[src/rtl/mem_arbiter_ctrl.sv]
// mem_arbiter_ctrl: arbitrates a fetch port and a data port onto one
// RAM handshake (MOV/MOC/MOCoff), one access at a time.
//
// Ports:
//   clk, reset        clock, synchronous active-high reset
//   f_req, f_addr     fetch request (word read) and address
//   f_ack             one-cycle fetch completion pulse
//   d_req, d_rw       data request, direction (1 = read, 0 = write)
//   d_ms              data size/sign code, forwarded to MS_2_0
//   d_addr, d_wdata   data address and write value
//   d_ack             one-cycle data completion pulse
//   rdata, err        read result and timeout flag, valid with an ack
//   MOV, ReadWrite    RAM operation strobe and direction
//   MS_2_0            RAM size code
//   Address, DataIn   RAM address and write data
//   MOCoff            RAM completion-clear strobe
//   MOC, DataOut      RAM completion flag and read data
//
// Optional feature: define MEM_TIMEOUT_EN to enable an ACCESS watchdog
// that completes a stalled access with err=1 after TIMEOUT_CYCLES.

module mem_arbiter_ctrl #(
    parameter int TIMEOUT_CYCLES = 16,
    parameter int DATA_BURST_MAX = 2
) (
    input  logic        clk,
    input  logic        reset,
    input  logic        f_req,
    input  logic [31:0] f_addr,
    output logic        f_ack,
    input  logic        d_req,
    input  logic        d_rw,
    input  logic [2:0]  d_ms,
    input  logic [31:0] d_addr,
    input  logic [31:0] d_wdata,
    output logic        d_ack,
    output logic [31:0] rdata,
    output logic        err,
    output logic        MOV,
    output logic        ReadWrite,
    output logic [2:0]  MS_2_0,
    output logic [31:0] Address,
    output logic [31:0] DataIn,
    output logic        MOCoff,
    input  logic        MOC,
    input  logic [31:0] DataOut
);

    localparam int BW = (DATA_BURST_MAX > 0) ?
                        $clog2(DATA_BURST_MAX + 1) : 1;

    typedef enum logic [1:0] {
        IDLE,
        ACCESS,
        RELEASE
    } state_e;

    state_e      state_q, state_d;
    logic [BW-1:0] burst_q, burst_d;
    logic        gnt_f_q, gnt_f_d;
    logic        mov_q, mov_d;
    logic        mocoff_q, mocoff_d;
    logic        f_ack_q, f_ack_d;
    logic        d_ack_q, d_ack_d;
    logic        rw_q, rw_d;
    logic [2:0]  ms_q, ms_d;
    logic [31:0] addr_q, addr_d;
    logic [31:0] wdata_q, wdata_d;
    logic [31:0] rdata_q, rdata_d;
    logic        pick_f;
    logic        burst_full;
    logic        done;

`ifdef MEM_TIMEOUT_EN
    localparam int TW = $clog2(TIMEOUT_CYCLES + 1);
    localparam logic [TW-1:0] TLAST = TW'(TIMEOUT_CYCLES - 1);
    logic [TW-1:0] cnt_q, cnt_d;
    logic          err_q, err_d;
`endif

    assign burst_full = (burst_q == BW'(DATA_BURST_MAX));
    // Data normally wins; a saturated burst counter lets fetch through.
    assign pick_f = f_req & (~d_req | burst_full);

    always_comb begin
        state_d  = state_q;
        burst_d  = burst_q;
        gnt_f_d  = gnt_f_q;
        mov_d    = mov_q;
        mocoff_d = mocoff_q;
        f_ack_d  = 1'b0;
        d_ack_d  = 1'b0;
        rw_d     = rw_q;
        ms_d     = ms_q;
        addr_d   = addr_q;
        wdata_d  = wdata_q;
        rdata_d  = rdata_q;
        done     = 1'b0;
`ifdef MEM_TIMEOUT_EN
        cnt_d    = cnt_q;
        err_d    = 1'b0;
`endif

        // No fetch waiting means no starvation to track.
        if (!f_req) begin
            burst_d = '0;
        end

        unique case (state_q)
            IDLE: begin
                if (f_req || d_req) begin
                    mov_d   = 1'b1;
                    state_d = ACCESS;
`ifdef MEM_TIMEOUT_EN
                    cnt_d   = '0;
`endif
                    if (pick_f) begin
                        gnt_f_d = 1'b1;
                        rw_d    = 1'b1;
                        ms_d    = 3'b010;
                        addr_d  = f_addr;
                        wdata_d = '0;
                        burst_d = '0;
                    end else begin
                        gnt_f_d = 1'b0;
                        rw_d    = d_rw;
                        ms_d    = d_ms;
                        addr_d  = d_addr;
                        wdata_d = d_wdata;
                        if (f_req && !burst_full) begin
                            burst_d = burst_q + BW'(1);
                        end
                    end
                end
            end

            ACCESS: begin
                if (MOC) begin
                    done    = 1'b1;
                    rdata_d = rw_q ? DataOut : '0;
`ifdef MEM_TIMEOUT_EN
                end else if (cnt_q == TLAST) begin
                    done    = 1'b1;
                    err_d   = 1'b1;
                    rdata_d = '0;
                end else begin
                    cnt_d   = cnt_q + TW'(1);
`endif
                end

                if (done) begin
                    f_ack_d  = gnt_f_q;
                    d_ack_d  = ~gnt_f_q;
                    mov_d    = 1'b0;
                    mocoff_d = 1'b1;
                    state_d  = RELEASE;
                end
            end

            RELEASE: begin
                if (!MOC) begin
                    mocoff_d = 1'b0;
                    state_d  = IDLE;
                end
            end

            default: begin
                state_d = IDLE;
            end
        endcase
    end

    always_ff @(posedge clk) begin
        if (reset) begin
            state_q  <= IDLE;
            burst_q  <= '0;
            gnt_f_q  <= 1'b0;
            mov_q    <= 1'b0;
            mocoff_q <= 1'b0;
            f_ack_q  <= 1'b0;
            d_ack_q  <= 1'b0;
            rw_q     <= 1'b0;
            ms_q     <= '0;
            addr_q   <= '0;
            wdata_q  <= '0;
            rdata_q  <= '0;
`ifdef MEM_TIMEOUT_EN
            cnt_q    <= '0;
            err_q    <= 1'b0;
`endif
        end else begin
            state_q  <= state_d;
            burst_q  <= burst_d;
            gnt_f_q  <= gnt_f_d;
            mov_q    <= mov_d;
            mocoff_q <= mocoff_d;
            f_ack_q  <= f_ack_d;
            d_ack_q  <= d_ack_d;
            rw_q     <= rw_d;
            ms_q     <= ms_d;
            addr_q   <= addr_d;
            wdata_q  <= wdata_d;
            rdata_q  <= rdata_d;
`ifdef MEM_TIMEOUT_EN
            cnt_q    <= cnt_d;
            err_q    <= err_d;
`endif
        end
    end

    assign f_ack     = f_ack_q;
    assign d_ack     = d_ack_q;
    assign rdata     = rdata_q;
    assign MOV       = mov_q;
    assign MOCoff    = mocoff_q;
    assign ReadWrite = rw_q;
    assign MS_2_0    = ms_q;
    assign Address   = addr_q;
    assign DataIn    = wdata_q;

`ifdef MEM_TIMEOUT_EN
    assign err = err_q;
`else
    assign err = 1'b0;
`endif

endmodule

[config.mk]
export PLATFORM = sky130hd
export DESIGN_NAME = mem_arbiter_ctrl
export DESIGN_NICKNAME = d
export VERILOG_FILES = /design/src/rtl/mem_arbiter_ctrl.sv
export SDC_FILE = /design/constraint.sdc
export NUM_CORES = 1
export LEC_CHECK = 0
export ABC_AREA = 0
export BUFFER_PORTS_ARGS = -buffer_cell sky130_fd_sc_hd__buf_2
export CAP_MARGIN = 40
export CORE_ASPECT_RATIO = 1.25
export CORE_MARGIN = 2
export CORE_UTILIZATION = 43
export CTS_BUF_LIST = sky130_fd_sc_hd__clkbuf_16
export CTS_CLUSTER_SIZE = 8
export DETAILED_ROUTE_END_ITERATION = 8
export MAX_ROUTING_LAYER = met4
export PLACE_DENSITY = 0.77
export SLEW_MARGIN = 40
export SYNTH_ARGS = -nofsm -noshare
export SYNTH_HDL_FRONTEND = slang
export SYNTH_SLANG_ARGS = --single-unit
[constraint.sdc]
create_clock -name clk -period 1.7 [get_ports clk]
set_input_delay 0.255 -clock clk [delete_from_list [all_inputs] [get_ports clk]]
set_output_delay 0.255 -clock clk [all_outputs]
set_load 0.01 [all_outputs]
==> impl_metrics.py, run 1 <==
metrics = {
    "detailed_routing": {
        "final_antenna_net_count": 0,
        "first_iter_violations": 184,
        "drc": 0,
        "vias_per_cell": 5.423,
        "drt_pass1_iterations": 4,
        "wl_um": 11980,
        "routedWlPerCell_um": 16.10,
        "vias": 4035,
    },
    "logic_synthesis": {
        "synthXorXnorAreaFrac_pct": 0.2149,
        "synth_ff_type": "dfxtp_1",
        "syn_area_per_cell_sq_um": 10.45,
        "muxShareOfSynthArea_pct": 0,
        "yosys.area_share.simple_pct": 7.796,
        "synth_adder_area_share_pct": 0.3069,
        "synth_nets": 528,
        "synth_top_area_share_pct": 53.53,
        "yosys_warnings": 0,
        "yosysUniqueCellTypes": 31,
        "yosysTopAreaCell": "dfxtp_1",
        "async_reset_ff_share_pct": 0,
        "synth_seq_cells": 109,
        "synth_most_common_cell": "dfxtp_1",
        "synth-edff-count": 0,
        "synth-compound-area-share_pct": 31.34,
        "synth_common_cells": "dfxtp_1, a22o_1, a21oi_1, nand3_1, o21ai_0",
        "synth_area_sq_um": 4076,
        "synthCells": 390,
        "synth_top_family_by_area": "compound AO/OA/AOI/OAI gates",
        "ys_seq_area_share_pct": 53.53,
        "synth_area_leaders": "dfxtp_1, a22o_1, a311oi_1",
    },
    "critical_path": {
        "cp_max_fo": 34,
        "r2r_start": "burst_q[0]",
        "crit_cells": 6,
        "required_ns": 1.97,
        "crit_path_end_kind": "register",
        "reg2reg_setup_slack_ns": 0.17,
        "critPathCapture": "DataIn[16]",
        "startpoint": "burst_q[0]",
        "start_kind": "register",
        "rr_worst_depth": 6,
        "r2r_end": "DataIn[16]",
        "slowest_delay_ns": 0.34,
        "path_delay_family": "buffers and inverters",
        "worstSetupPathType": "register to register",
        "path_cells": "inv_1, ha_1, nand2_1, and4_1, buf_4, a22o_1",
        "worstPathArrival_ns": 1.80,
        "cpMaxStageDelayCell": "buf_4",
        "crit_buf_inv": 2,
    },
    "run": {
        "cap_violations": 0,
    },
    "grt": {
        "grt_use_total_pct": 23.10,
        "grt_pass1_wl_um": 18930,
        "antenna_found_initial": 1,
        "first_global_vias": 3907,
        "grt_max_degree": 38,
        "grt-ovfl-total": 0,
    },
    "run_status": {
        "status": "complete, no violations",
    },
    "worst_hold_path": {
        "hp-class": "primary input to register",
        "hp-start": "DataOut[15]",
    },
    "pwr": {
        "seq_power_share_pct": 47.0,
        "p_leak_nw": 2.701,
        "p_int_mw": 4.480,
        "power_frac_clock_pct": 36.4,
        "power.switching_mw": 1.552,
        "cellPowerDensity_nw_per_um2": 1067,
        "swShare_pct": 25.73,
        "vdd.ir_drop.worst_uv": 544.8,
        "finalPower_mw": 6.032,
        "combPwrFrac_pct": 16.6,
    },
    "timing": {
        "hold_viol": 0,
        "setup-tns-final_ns": 0,
        "rsz0062_at_grt": "false",
        "finalClockSkew_ns": 0.005683,
        "fmax_mhz": 655.2,
        "setup_violations": 0,
        "report.final.slew_viol_count": 0,
        "finalCriticalPeriod_ns": 1.526,
        "min_period_over_period_pct": 89.77,
    },
    "layout": {
        "drive_above_1_share_pct": 45.16,
        "syn_to_final_growth_pct": 38.70,
        "nFillCells": 798,
        "nets": 753,
    },
    "clocking": {
        "cts_tree": "done",
        "cts_root_buf": "clkbuf_16",
        "ctsResizeCount": 0,
        "clk_path_buf_depth": 2,
        "cts_buffers": 9,
        "clock-sinks": 109,
        "cts_max_level": 3,
        "cts_setup_buffers": 0,
        "clk_pin_slew_ns": 0.07,
        "clk_latency_ns": 0.33,
        "cts_hold_buf": 0,
    },
    "placement": {
        "io_buffers": 240,
        "place_hpwl_um": 8686,
        "place_congestion": 0.7756,
    },
    "die": {
        "die_height_um": 112.9,
        "coreArea_sq_um": 9174,
        "die_w_um": 91.09,
        "num_io_pins": 242,
        "initial_utilization_pct": 44.44,
        "fp.dieArea_sq_um": 10280,
        "placementRows": 39,
    },
}
flip-flops by register name, summed over array words and instances, names as in the netlist, 2 cells and up:
| name | flops |
|---|---|
| burst_q | 2 |
| state_q | 2 |
| Address | 32 |
| MS_2_0 | 3 |
| DataIn | 32 |
| rdata | 32 |
metal layers:
layer | track usage [%] | routed length, um | vias to the layer above
met5 | - | 0 | -
met2 | 37.78 | 5907 | 192
met4 | 11.11 | 314 | 0
li1 | - | - | 1944
met3 | 3.995 | 831 | 25
met1 | 27.68 | 4924 | 1874
final cells by class:
cell class	count	area (sq um)	area share (%)
clock inverter	7	90.09	1.593
multi-input combinational	233	1620	28.66
inverter	3	11.26	0.1992
sequential	109	2182	38.59
antenna	1	2.502	0.04426
tap	123	153.9	2.722
clock buffer	9	225.2	3.983
timing repair buffer	259	1369	24.21
cell families after synthesis:
group | after synthesis
compound gates | 175
flops | 109
simple gates | 55
buf+inv | 48
xor+xnor | 1
fa+ha+maj | 1
other cells | 1
worst register-to-register path, delay by kind of cell (launching register included):
family / cells / cell delay (ns)
DFF: 1 / 0.33
buffers and inverters: 2 / 0.40
adders and majority gates: 1 / 0.21
and+or+nand+nor: 2 / 0.30
AOI/OAI and AO/OA: 1 / 0.22
power by group through the flow:
stage	sequential (mW)	combinational (mW)	clock (mW)
after CTS	2.84	1.01	2.23
after detailed placement	2.89	1.00	0
final	2.84	1.00	2.19
after global placement	2.89	0.979	0
after floorplan	2.97	0.487	0
after global routing	2.86	1.10	2.33
worst min-delay path by stage:
stage | depth (start not counted) | to
finish | 2 | rdata[15]
global route | 2 | rdata[11]
CTS | 2 | rdata[15]
detailed placement | 2 | burst_q[0]
global placement | 2 | burst_q[0]
floorplan | 1 | rdata[22]
through the flow:
step | area (sq um) | instances | utilization, % | hold slack [ns] | setup WS [ns]
6_report | 5654 | 744 | 61.63 | 0.1224 | 0.1738
5_1_grt | 5654 | 744 | 61.63 | 0.1230 | 0.004688
4_1_cts | 5652 | 743 | 61.61 | 0.1167 | 0.1765
3_5_place_dp | 5336 | 727 | 58.17 | 0.4464 | 0.1904
3_3_place_gp | 5336 | 727 | 58.17 | 0.4398 | 0.2512
2_1_floorplan | 4076 | 390 | - | 0.3805 | 0.2645
layout by cell type, fill, tap and decap left out, drive strengths merged, types with 2 or more instances in the layout:
| cell | instances |
|---|---|
| clkinv | 2 |
| nor2 | 4 |
| dfxtp | 109 |
| o21a | 4 |
| or2 | 2 |
| nand2 | 5 |
| nor4b | 2 |
| buf | 259 |
| a311oi | 32 |
| a22o | 66 |
| o221a | 2 |
| nand3 | 35 |
| bufinv | 2 |
| clkbuf | 9 |
| o21ai | 34 |
| inv | 5 |
| a21oi | 37 |
Note: power is estimated with default switching activity, not from simulation.
==> run 2, diff against run 1 <==
- CAP_MARGIN: 40 -> 20
- SETUP_SLACK_MARGIN: unset -> 0.05
- clock period: 1.7 -> 1.6 ns (I/O delays scaled with it)
==> run 2 against run 1 <==
Net effect: hold slack got worse by 0.016 ns; core utilization rose by 0.74 points; global-route usage rose by 0.72 points; sequential cell count did not move; cell count did not move; fmax rose by 3.7%; sequential share of layout area fell by 0.43 points; clock power rose by 2%; combinational power rose by 11%; non-clock buffer count rose by 1; clock skew rose by 0.0018 ns; largest cell class unchanged; largest power group unchanged; highest routed layer unchanged.
==> impl_metrics.py, run 2 (synthesis results as in run 1) <==
metrics = {
    "detailed_routing": {
        "drc": 0,
        "wl_um": 12170,
        "final_antenna_net_count": 0,
        "first_iter_violations": 175,
        "routedWlPerCell_um": 16.35,
        "vias_per_cell": 5.523,
        "drt_pass1_iterations": 4,
        "vias": 4109,
    },
    "grt": {
        "grt-ovfl-total": 0,
        "antenna_found_initial": 0,
        "grt_pass1_wl_um": 19430,
        "first_global_vias": 3877,
        "grt_use_total_pct": 23.83,
        "grt_max_degree": 38,
    },
    "die": {
        "die_w_um": 91.09,
        "num_io_pins": 242,
        "die_height_um": 112.9,
        "fp.dieArea_sq_um": 10280,
        "initial_utilization_pct": 44.44,
        "coreArea_sq_um": 9174,
        "placementRows": 39,
    },
    "layout": {
        "stdcell_count": 744,
        "final_cell_mix": "buf_2, dfxtp_1, a22o_1",
        "insertedDiodeCount": 0,
        "nets": 754,
        "drive_above_1_share_pct": 46.05,
        "syn_to_final_growth_pct": 40.36,
        "final_common_cell": "buf_2",
    },
    "clocking": {
        "clk_pin_slew_ns": 0.08,
        "cts_max_level": 3,
        "clk_path_buf_depth": 2,
        "cts_tree": "done",
        "clk_latency_ns": 0.34,
        "cts_buffers": 9,
        "cts_hold_buf": 0,
        "cts_root_buf": "clkbuf_16",
        "cts_setup_buffers": 0,
        "clock-sinks": 109,
    },
    "placement": {
        "place_congestion": 0.7900,
        "io_buffers": 240,
        "place_hpwl_um": 8823,
        "dp_cells": 727,
    },
    "timing": {
        "hold_viol": 0,
        "finalClockSkew_ns": 0.007526,
        "min_period_over_period_pct": 91.98,
        "setup-tns-final_ns": 0,
        "fmax_mhz": 679.5,
        "finalCriticalPeriod_ns": 1.472,
        "report.final.slew_viol_count": 0,
        "setup_violations": 0,
        "rsz0062_at_grt": "true",
    },
    "pwr": {
        "swShare_pct": 26.81,
        "combPwrFrac_pct": 17.5,
        "p_int_mw": 4.656,
        "p_leak_nw": 2.718,
        "vdd.ir_drop.worst_uv": 506.5,
        "cellPowerDensity_nw_per_um2": 1112,
        "power_frac_clock_pct": 35.2,
        "power.switching_mw": 1.706,
        "seq_power_share_pct": 47.4,
    },
    "critical_path": {
        "r2r_start": "burst_q[0]",
        "required_ns": 1.83,
        "reg2reg_setup_slack_ns": 0.13,
        "start_kind": "register",
        "worstPathArrival_ns": 1.71,
        "rr_worst_depth": 6,
        "r2r_end": "Address[10]",
        "cp_max_fo": 15,
        "worstSetupPathType": "register to register",
        "crit_path_end_kind": "register",
    },
    "worst_hold_path": {
        "hp-start": "DataOut[0]",
        "holdPathEnd": "rdata[0]",
        "hp-class": "primary input to register",
        "min_path_cells": 2,
    },
    "run_status": {
        "status": "complete, no violations",
    },
    "run": {
        "cap_violations": 0,
    },
}
-- run 2: cell types whose count changed in the layout (fill, tap and decap cells not counted), sizes merged --
cell,previous run,this run
diode,1,0
clkinvlp,1,0
buf,259,260
inv,5,7
bufinv,2,1
-- run 2: cell type report --
type	instances	area, sq um
clock buffer	9	225.2
timing repair buffer	260	1434
sequential	109	2183
multi-input combinational	233	1637
fill	788	3452
clock inverter	7	77.57
inverter	3	11.26
tap	123	153.9
-- run 2: how the worst max path moves through the flow --
stage / slack [ns] / startpoint / end / depth (start not counted)
floorplan: 0.16 / burst_q[0] / Address[23] / 6
global placement: 0.20 / burst_q[0] / Address[21] / 6
detailed placement: 0.13 / burst_q[0] / Address[9] / 6
CTS: 0.11 / burst_q[0] / Address[9] / 6
global route: 0.007 / burst_q[0] / Address[24] / 6
finish: 0.13 / burst_q[0] / Address[10] / 6
-- run 2: per-layer routing --
metal / share of wire [%] / global-route usage (%)
met5: 0 / -
met2: 51 / 38.96
met1: 39 / 29.13
met3: 7.2 / 3.329
met4: 2.5 / 11.31
-- run 2: critical path: stages, from the launching register on --
cell      delay (ns)
dfxtp_2         0.32
inv_1           0.07
ha_2            0.19
nand2b_1        0.16
buf_4           0.23
nand3_1         0.12
a311oi_1        0.28
-- run 2: power groups by stage --
stage	Sequential (mW)	Combinational [mW]	Clock [mW]
global route	3.04	1.21	2.40
finish	3.01	1.11	2.24
CTS	3.01	1.10	2.29
global placement	3.07	1.07	0
floorplan	3.15	0.518	0
detailed placement	3.07	1.10	0
-- run 2: stage by stage --
stage                     util (%)  area, sq um  power (mW)  setup slack [ns]  hold WS (ns)
after floorplan                  -         4076       3.670            0.1645        0.3655
after global placement       58.72         5386       4.135            0.1985        0.4428
after detailed placement     58.72         5386       4.169            0.1341        0.4496
after CTS                    62.02         5689       6.402            0.1113       0.09128
after global routing         62.37         5722       6.643          0.007417       0.09566
final                        62.37         5722       6.362            0.1284        0.1063
-- run 2: repair_timing --
action	CTS	global route
setup endpoints to repair	0	23
hold endpoints to repair	0	0
resized for setup	0	9
==> run 3, diff against run 2 <==
- BUFFER_PORTS_ARGS: -buffer_cell sky130_fd_sc_hd__buf_2 -> unset
- CORE_UTILIZATION: 43 -> 25
- DONT_BUFFER_PORTS: unset -> 1
- PLACE_DENSITY: 0.77 -> 0.36
==> run 3 against run 2 <==
Net effect: non-clock buffer count decreased by 210; setup slack got worse by 0.014 ns; fmax decreased by 0.94%; count of clock-buffer cells in the layout unchanged.
==> impl_metrics.py, run 3 (synthesis results as in run 1) <==
metrics = {
    "layout": {
        "insertedDiodeCount": 0,
        "finalCoreUtilization_pct": 31.10,
        "final_cell_mix": "dfxtp_1, a22o_1, a21oi_1",
        "nets": 545,
        "nFillCells": 1683,
        "drive_above_1_share_pct": 12.14,
        "syn_to_final_growth_pct": 22.62,
        "final_common_cell": "dfxtp_1",
    },
    "placement": {
        "io_buffers": 0,
        "place_congestion": 0.7123,
        "place_hpwl_um": 8172,
        "dp_slack_ns": 0.01749,
    },
    "clocking": {
        "cts_tree": "done",
        "clock-sinks": 109,
        "cts_buffers": 9,
        "clk_latency_ns": 0.34,
        "cts_max_level": 3,
        "cts_root_buf": "clkbuf_16",
        "clk_pin_slew_ns": 0.08,
        "clk_path_buf_depth": 2,
    },
    "detailed_routing": {
        "vias_per_cell": 5.191,
        "final_antenna_net_count": 0,
        "drc": 0,
        "vias": 3260,
        "drt_pass1_iterations": 6,
        "wl_um": 12660,
        "first_iter_violations": 190,
        "routedWlPerCell_um": 20.16,
    },
    "timing": {
        "max_slew_margin_pct": 63.27,
        "min_period_over_period_pct": 92.85,
        "hold_viol": 0,
        "rsz0062_at_grt": "true",
        "fin_ws_ns": 0.1145,
        "fmax_mhz": 673.2,
        "finalCriticalPeriod_ns": 1.486,
        "worstMarginPinSlew_ns": 0.5498,
        "finalClockSkew_ns": 0.009027,
        "setup-tns-final_ns": 0,
        "report.final.slew_viol_count": 0,
        "setup_violations": 0,
        "hold-worst-slack_ns": 0.02335,
    },
    "die": {
        "placementRows": 52,
        "die_w_um": 118.2,
        "initial_utilization_pct": 25.37,
        "die_height_um": 146.8,
        "coreArea_sq_um": 16070,
        "fp.dieArea_sq_um": 17350,
        "num_io_pins": 242,
    },
    "critical_path": {
        "start_kind": "register",
        "crit_path_end_kind": "register",
        "required_ns": 1.85,
        "worstSetupPathType": "register to register",
        "cp_max_fo": 5,
        "worstPathArrival_ns": 1.74,
    },
    "grt": {
        "grt_max_degree": 39,
        "grt-ovfl-total": 0,
        "grt_use_total_pct": 14.09,
        "first_global_vias": 3223,
        "antenna_found_initial": 0,
        "grt_pass1_wl_um": 18740,
    },
    "pwr": {
        "seq_power_share_pct": 51.8,
        "cellPowerDensity_nw_per_um2": 1215,
        "combPwrFrac_pct": 12.1,
        "p_leak_nw": 1.786,
        "finalPower_mw": 6.075,
        "vdd.ir_drop.worst_uv": 429.6,
        "power.switching_mw": 1.724,
        "power_frac_clock_pct": 36.1,
        "swShare_pct": 28.37,
        "p_int_mw": 4.351,
    },
    "worst_hold_path": {
        "hp-class": "primary input to register",
    },
    "run": {
        "cap_violations": 0,
    },
    "run_status": {
        "status": "complete, no violations",
    },
}
## run 3: cell count changes in the layout (fill, tap and decap cells not counted), sizes merged
| cell | previous run | this run |
|---|---|---|
| bufinv | 1 | 0 |
| a21oi | 37 | 38 |
| clkbuf | 9 | 11 |
| inv | 7 | 6 |
| clkinv | 2 | 3 |
| dlygate4sd3 | 0 | 30 |
| clkinvlp | 0 | 1 |
| buf | 260 | 18 |
## run 3: final timing paths
check / from / endpoint / slack [ns] / cells past startpoint
worst max-delay path: burst_q[0] / Address[24] / 0.11 / 6
worst min-delay path: d_wdata[0] / DataIn[0] / 0.02 / 1
worst max register to register: burst_q[0] / Address[24] / 0.11 / 6
worst min register to register: burst_q[0] / burst_q[0] / 0.47 / 2
## run 3: power groups by stage
stage               clock network (mW)  registers, mW  logic (mW)
floorplan                            0           3.15       0.518
global placement                     0           3.22       0.598
detailed placement                   0           3.21       0.614
CTS                               2.30           3.15       0.698
global route                      2.41           3.17       0.809
finish                            2.20           3.15       0.732
## run 3: through the flow
stage | instances | cell area, sq um
after floorplan | 390 | 4076
after global placement | 577 | 4279
after detailed placement | 577 | 4279
after CTS | 621 | 4862
after global routing | 628 | 4999
final | 628 | 4999
## run 3: layer usage
metal | track usage, % | part of all wire (%)
met1 | 16.59 | 42
met2 | 22.28 | 49
met3 | 4.969 | 8.2
met4 | 4.880 | 1.0
met5 | - | 0
## run 3: cell type report
class | count | area (sq um) | area share [%]
clock buffers | 9 | 225.2 | 4.506
clock inverters | 7 | 68.82 | 1.377
inverters | 3 | 11.26 | 0.2253
multi-input cells | 234 | 1658 | 33.17
flip-flops and latches | 109 | 2185 | 43.70
well taps | 216 | 270.3 | 5.407
repair buffers | 50 | 580.6 | 11.61
## run 3: worst max-delay path, cell delays in order, from the launching register on
cell and delay (ns):
dfxtp_2 0.33, inv_2 0.05, ha_4 0.15, and2b_4 0.33, buf_4 0.17, o21ai_0 0.07
a311oi_1 0.29
## run 3: repair_timing
item / in CTS / in global routing
buffers inserted: 0 / 0
cloned: 1 / 3
hold buffers: 27 / 4
pin swaps: 1 / 9
gates resized for setup: 0 / 19
hold endpoints to repair: 62 / 4
setup endpoints to repair: 34 / 58
